**config.mk**
```make
export PLATFORM = sky130hd
export DESIGN_NAME = pwm_duty_gen
export DESIGN_NICKNAME = d
export VERILOG_FILES = /design/src/rtl/pwm_duty_gen.sv
export SDC_FILE = /design/constraint.sdc
export NUM_CORES = 1
export LEC_CHECK = 0
export CORE_UTILIZATION = 52
export CTS_BUF_LIST = sky130_fd_sc_hd__clkbuf_2
export DETAILED_ROUTE_END_ITERATION = 10
export HOLD_SLACK_MARGIN = 0.08
export PLACE_DENSITY = 0.78
export SLEW_MARGIN = 15
export SYNTH_ARGS = -nofsm -noshare
export SYNTH_HDL_FRONTEND = slang
export SYNTH_SLANG_ARGS = --single-unit
```
**constraint.sdc**
```tcl
create_clock -name clock -period 3.43 [get_ports clock]
set_input_delay 0.8575 -clock clock [delete_from_list [all_inputs] [get_ports clock]]
set_output_delay 0.8575 -clock clock [all_outputs]
set_load 0.01 [all_outputs]
```
**src/rtl/pwm_duty_gen.sv**
```systemverilog
// pwm_duty_gen
//   Turns the free-running 6-bit count of an upstream counter into a PWM
//   output. The duty is double-buffered: a new value is accepted over a
//   valid/ready handshake into a pending slot and only becomes active at the
//   next period boundary (a backwards step of count). The block also pulses
//   on each period wrap, counts completed periods (saturating) and flags a
//   counter that has stopped moving.
//
// Ports
//   clock       in   system clock, rising edge
//   clr         in   synchronous active-high reset
//   count[5:0]  in   counter value from the upstream counter
//   duty_in     in   requested duty, output high for counts 0..duty_in-1
//   duty_valid  in   duty_in valid this cycle
//   duty_ready  out  a new duty can be accepted (no duty pending)
//   pwm_out     out  registered PWM output, 1 clock behind count
//   wrap        out  one-cycle pulse, period boundary seen
//   period_cnt  out  completed periods, saturating
//   stalled     out  count unchanged for STALL_LIMIT clocks
//
// Handshake: a duty transfer happens on a rising edge where
//   duty_valid & duty_ready. duty_valid while duty_ready is low is dropped,
//   not queued. duty_ready depends only on registered state.

module pwm_duty_gen #(
  parameter int PERIOD_W    = 16,
  parameter int STALL_LIMIT = 1024
) (
  input  logic                clock,
  input  logic                clr,
  input  logic [5:0]          count,
  input  logic [5:0]          duty_in,
  input  logic                duty_valid,
  output logic                duty_ready,
  output logic                pwm_out,
  output logic                wrap,
  output logic [PERIOD_W-1:0] period_cnt,
  output logic                stalled
);

  localparam logic [15:0]         STALL_MAX = 16'(STALL_LIMIT);
  localparam logic [PERIOD_W-1:0] PCNT_MAX  = '1;

  logic [5:0]  count_q;
  logic [5:0]  active_duty;
  logic [5:0]  pending_duty;
  logic        pending;
  logic [15:0] stall_cnt;

  logic        wrap_det;
  logic        xfer;
  logic [5:0]  duty_eff;
  logic [15:0] stall_next;

  assign duty_ready = ~pending;

  always_comb begin
    // Any backwards step counts as a period boundary, not only 63->0.
    wrap_det = (count < count_q);
    xfer     = duty_valid & ~pending;

    // Duty that applies from this edge on; it only moves on a wrap, so the
    // duty never changes in the middle of a period. A transfer landing on
    // the wrap cycle itself is used immediately.
    duty_eff = active_duty;
    if (wrap_det) begin
      if (pending) begin
        duty_eff = pending_duty;
      end else if (xfer) begin
        duty_eff = duty_in;
      end
    end

    if (count != count_q) begin
      stall_next = '0;
    end else if (stall_cnt == STALL_MAX) begin
      stall_next = stall_cnt;
    end else begin
      stall_next = stall_cnt + 16'd1;
    end
  end

  always_ff @(posedge clock) begin
    if (clr) begin
      count_q      <= '0;
      active_duty  <= '0;
      pending_duty <= '0;
      pending      <= 1'b0;
      stall_cnt    <= '0;
      pwm_out      <= 1'b0;
      wrap         <= 1'b0;
      period_cnt   <= '0;
      stalled      <= 1'b0;
    end else begin
      count_q     <= count;
      active_duty <= duty_eff;

      if (wrap_det) begin
        pending <= 1'b0;
      end else if (xfer) begin
        pending_duty <= duty_in;
        pending      <= 1'b1;
      end

      pwm_out <= (count < duty_eff);
      wrap    <= wrap_det;

      if (wrap_det && (period_cnt != PCNT_MAX)) begin
        period_cnt <= period_cnt + PERIOD_W'(1);
      end

      stall_cnt <= stall_next;
      stalled   <= (stall_next == STALL_MAX);
    end
  end

endmodule

```
==> metrics.md <==
| Metric | Value |
|---|---|
| Logic pwr share | `between 10% and 20%` |
| Yosys top cell by area | `dfxtp_1` |
| Final WL | `6800 um` |
| DR iter-0 viols | `142` |
| Mean Syn Cell Area | `around 8.7 um^2` |
| Dpl cell area | `approximately 3500 um^2` |
| CP Capture Type | `flip-flop` |
| Hold Vio Cnt, Final | `0` |
| Crit Path Class | `primary input to flip-flop` |
| Hold slack | `0.527 ns` |
| Crit path buffers/inverters | `2` |
| Clk Latency, worst-skew pair | `between 0.4 and 0.5 ns` |
| Adder-cell share of the synthesized area | `under 10%` |
| Top FF cell, synth | `dfxtp_1` |
| Initial Utilization | `between 50 and 60%` |
| Fin area | `~3600 um^2` |
| Clock sink count | `54` |
| Unrepaired setup endpoints after global routing | `false` |
| Antenna violations before repair | `0` |
| DRT Pass-1 Iters | `4` |
| Hold Path End | `period_cnt[7]` |
| Row count | `26` |
| Final Skew | `approximately 0.011 ns` |
| Max incr delay on CP | `approximately 0.5 ns` |
| Reg2reg path depth | `14` |
| Async SR Flop Fraction | `0%` |
| Final setup viols | `0` |
| CP required | `roughly 3.8 ns` |
| Post-synth EDFFs | `0` |
| Power share of the clock group | `a little over a fifth` |
| Final period util | `98.4%` |
| CTS Hold Bufs | `0` |
| Post-Syn Nets | `~360` |
| Power per Cell Area | `between 300 and 400 nW/um^2` |
| Sequential power share | `roughly 60%` |
| Detailed-placement wirelength estimate | `4880 um` |
| Die H | `76.7 um` |
| Slowest CP cell | `clkdlybuf4s50_1` |
| Reg2reg start | `count_q[1]` |
| Most common cell after layout, fill and taps aside | `dfxtp_1` |
| Post-layout util | `~70%` |
| Via count | `between 2000 and 3000` |
| MaxCap Viol Count | `0` |
| Routed length per placed instance | `approximately 15 um` |
| Worst slew margin | `approximately three fifths` |
| Root buf cell | `clkbuf_2` |
| Die area | `roughly 5900 um^2` |
| Library cells used by synthesis | `slightly above 50` |
| Die X | `76.7 um` |
| Setup slack, reg-to-reg | `roughly 0.48 ns` |
| CTS HTree Levels | `2` |
| R2r endpoint | `pwm_out` |
| Largest family of logic cells by synthesized area | `simple AND/OR/NAND/NOR gates` |
| YS warnings | `0` |
| Yosys reg bits | `54` |
| ANT nets after route | `0` |
| Syn Inst Count | `approximately 330` |
| Drc violations | `0` |
| Compound-Gate Fraction of Synth Area | `between 15 and 20%` |
| Largest net degree at the start of global routing | `44` |
| XOR/XNOR share of the synthesized area | `~3.9%` |
| Most frequent cells in the layout | `dfxtp_1, nor2_1, clkdlybuf4s50_1` |
| Total global-route track usage | `between 20% and 30%` |
| Post-synthesis mux area share | `3.97%` |
| Worst Hold Depth | `2` |
| Vias in the first global route | `2574` |
| I/O Buffers | `34` |
| Share of cells above drive strength 1 | `between 10% and 20%` |
| Post-synth top area share | `37.3%` |
| Clk pin slew, worst setup/hold paths | `approximately 0.24 ns` |
| Cell internal pwr | `~0.82 mW` |
| Worst Hold Launch | `period_cnt[7]` |
| CTS tree | `yes` |
| Sw Pwr | `about 0.30 mW` |
| Grt ovf | `0` |
| Fin nets | `415` |
| Max Root-Sink Buffers | `2` |
| CP Data Arrival Time | `around 3.7 ns` |
| Worst Tran Pin Value | `0.589 ns` |
| Achievable Freq | `roughly 300 MHz` |
| Post-Synth Simple-Gate Area | `26.9%` |
| Final min period | `around 3.4 ns` |
| Num CTS Buffers | `5` |
| Sequential share of the synthesized area | `a little under two fifths` |
| Count of final max-slew check failures | `0` |
| Static Leak | `approximately 1.3 nW` |
| CP cell instances | `clkdlybuf4s50_1 -> ha_1 -> nand4_1 -> o21ba_4 -> nor4_4 -> buf_4 -> a32oi_1 -> and2_1 -> ha_1 -> a21o_1 -> a21o_1 -> a211o_1 -> o21bai_2 -> o41ai_2` |
| Top cells by area, synth | `dfxtp_1, ha_1, nor2_1, a21oi_1, nor2b_1` |
| Worst setup SP type | `primary input` |
| Net Sw Frac | `between 20% and 30%` |
| Post-DR vias/cell | `5.93` |
| Final GP Congestion | `between 0.8 and 0.9` |
| Worst vdd ir | `249 uV` |
| Post-CTS repair timing setup buffer count | `0` |
| Io pins | `35` |
| Area growth from synthesis to layout | `24.8%` |
| Core footprint | `about 5200 um^2` |
| Netlist Area Pre-Place | `between 2000 and 3000 um^2` |
| First-pass GRT wire length | `11700 um` |
| CP delay by family, top | `compound AO/OA/AOI/OAI gates` |
| N_diodes | `0` |
| Run status | `complete, no violations` |
| Hold Crit Class | `flip-flop to flip-flop` |
| Crit-path max FO | `3` |
how the worst max path moves through the flow:
stage	slack (ns)	endpoint	cells after the start	startpoint
final	0.05	pwm_out	14	count[2]
after global routing	0.003	pwm_out	14	count[2]
after CTS	0.02	pwm_out	13	count[3]
after detailed placement	-0.49	pwm_out	13	count[3]
after global placement	-0.37	pwm_out	13	count[3]
after floorplan	0.06	pwm_out	11	count[3]
area by class of cell:
class | count | area, um^2
Multi-Input combinational cell | 247 | 1790
Inverter | 16 | 60.1
Tap cell | 70 | 87.6
Timing Repair Buffer | 62 | 561
Sequential cell | 54 | 1080
Fill cell | 423 | 1620
Clock buffer | 7 | 35.0
timing repair:
action                                  in CTS  in global routing
pin swaps                                    0                  6
endpoints found under the setup margin       1                  1
resized for setup                            1                 13
layer usage:
| layer | global-route usage, % | vias to the layer above | part of all wire [%] |
|---|---|---|---|
| li1 | - | 1349 | - |
| met1 | 31.4 | 1282 | 46 |
| met3 | 4.88 | 13 | 3.6 |
| met4 | 8.65 | 0 | 1.5 |
| met5 | 0 | - | 0 |
| met2 | 39.9 | 62 | 49 |
kinds of logic (layout without fill, tap and decap cells):
family          after synthesis  after routing
flops                        54             54
compound gates               69             69
xor+xnor                     13             13
buf+inv                      31             85
fa+ha+maj                    14             14
mux                          11             11
simple gates                140            140
state kept, by name, summed over array words and instances (netlist names):
name,flops
pwm_out,1
pending,1
count_q,6
period_cnt,16
stalled,1
stall_cnt,16
wrap,1
active_duty,6
pending_duty,6
tightest hold or removal path: cells and delay by family, from the launching register on:
| kind | cells | cell delay (ns) |
|---|---|---|
| DFF | 1 | 0.39 |
| AOI/OAI and AO/OA | 2 | 0.13 |
through the flow:
step	worst slack, ns	power [mW]	instances	setup TNS [ns]
after global routing	0.00327	1.18	456	0
after floorplan	0.0582	0.782	332	0
after global placement	-0.371	0.870	449	-0.905
after CTS	0.0207	1.11	456	0
final	0.0534	1.12	456	0
after detailed placement	-0.485	0.878	449	-1.33
power groups by stage:
| stage | sequential (mW) | combinational [mW] | clock, mW |
|---|---|---|---|
| global placement | 0.675 | 0.195 | 0 |
| detailed placement | 0.676 | 0.203 | 0 |
| CTS | 0.664 | 0.205 | 0.244 |
| global route | 0.667 | 0.246 | 0.269 |
| finish | 0.664 | 0.224 | 0.236 |
| floorplan | 0.675 | 0.107 | 0 |
synthesized netlist by cell type, types with 4 or more instances:
| library cell | count |
|---|---|
| a21o_1 | 5 |
| a21oi_1 | 17 |
| a22oi_1 | 5 |
| a32oi_1 | 5 |
| and2_1 | 6 |
| and3_1 | 7 |
| and4_1 | 4 |
| clkbuf_1 | 12 |
| dfxtp_1 | 54 |
| ha_1 | 14 |
| inv_1 | 15 |
| mux2_1 | 4 |
| mux2i_1 | 7 |
| nand2_1 | 13 |
| nand3_1 | 15 |
| nand4_1 | 10 |
| nor2_1 | 37 |
| nor2b_1 | 13 |
| nor3_1 | 6 |
| nor4_1 | 10 |
| o21ai_0 | 7 |
| o31ai_1 | 5 |
| o41ai_1 | 5 |
| or4_1 | 6 |
| xnor2_1 | 7 |
| xor2_1 | 6 |
(Power assumes the default switching activity.)
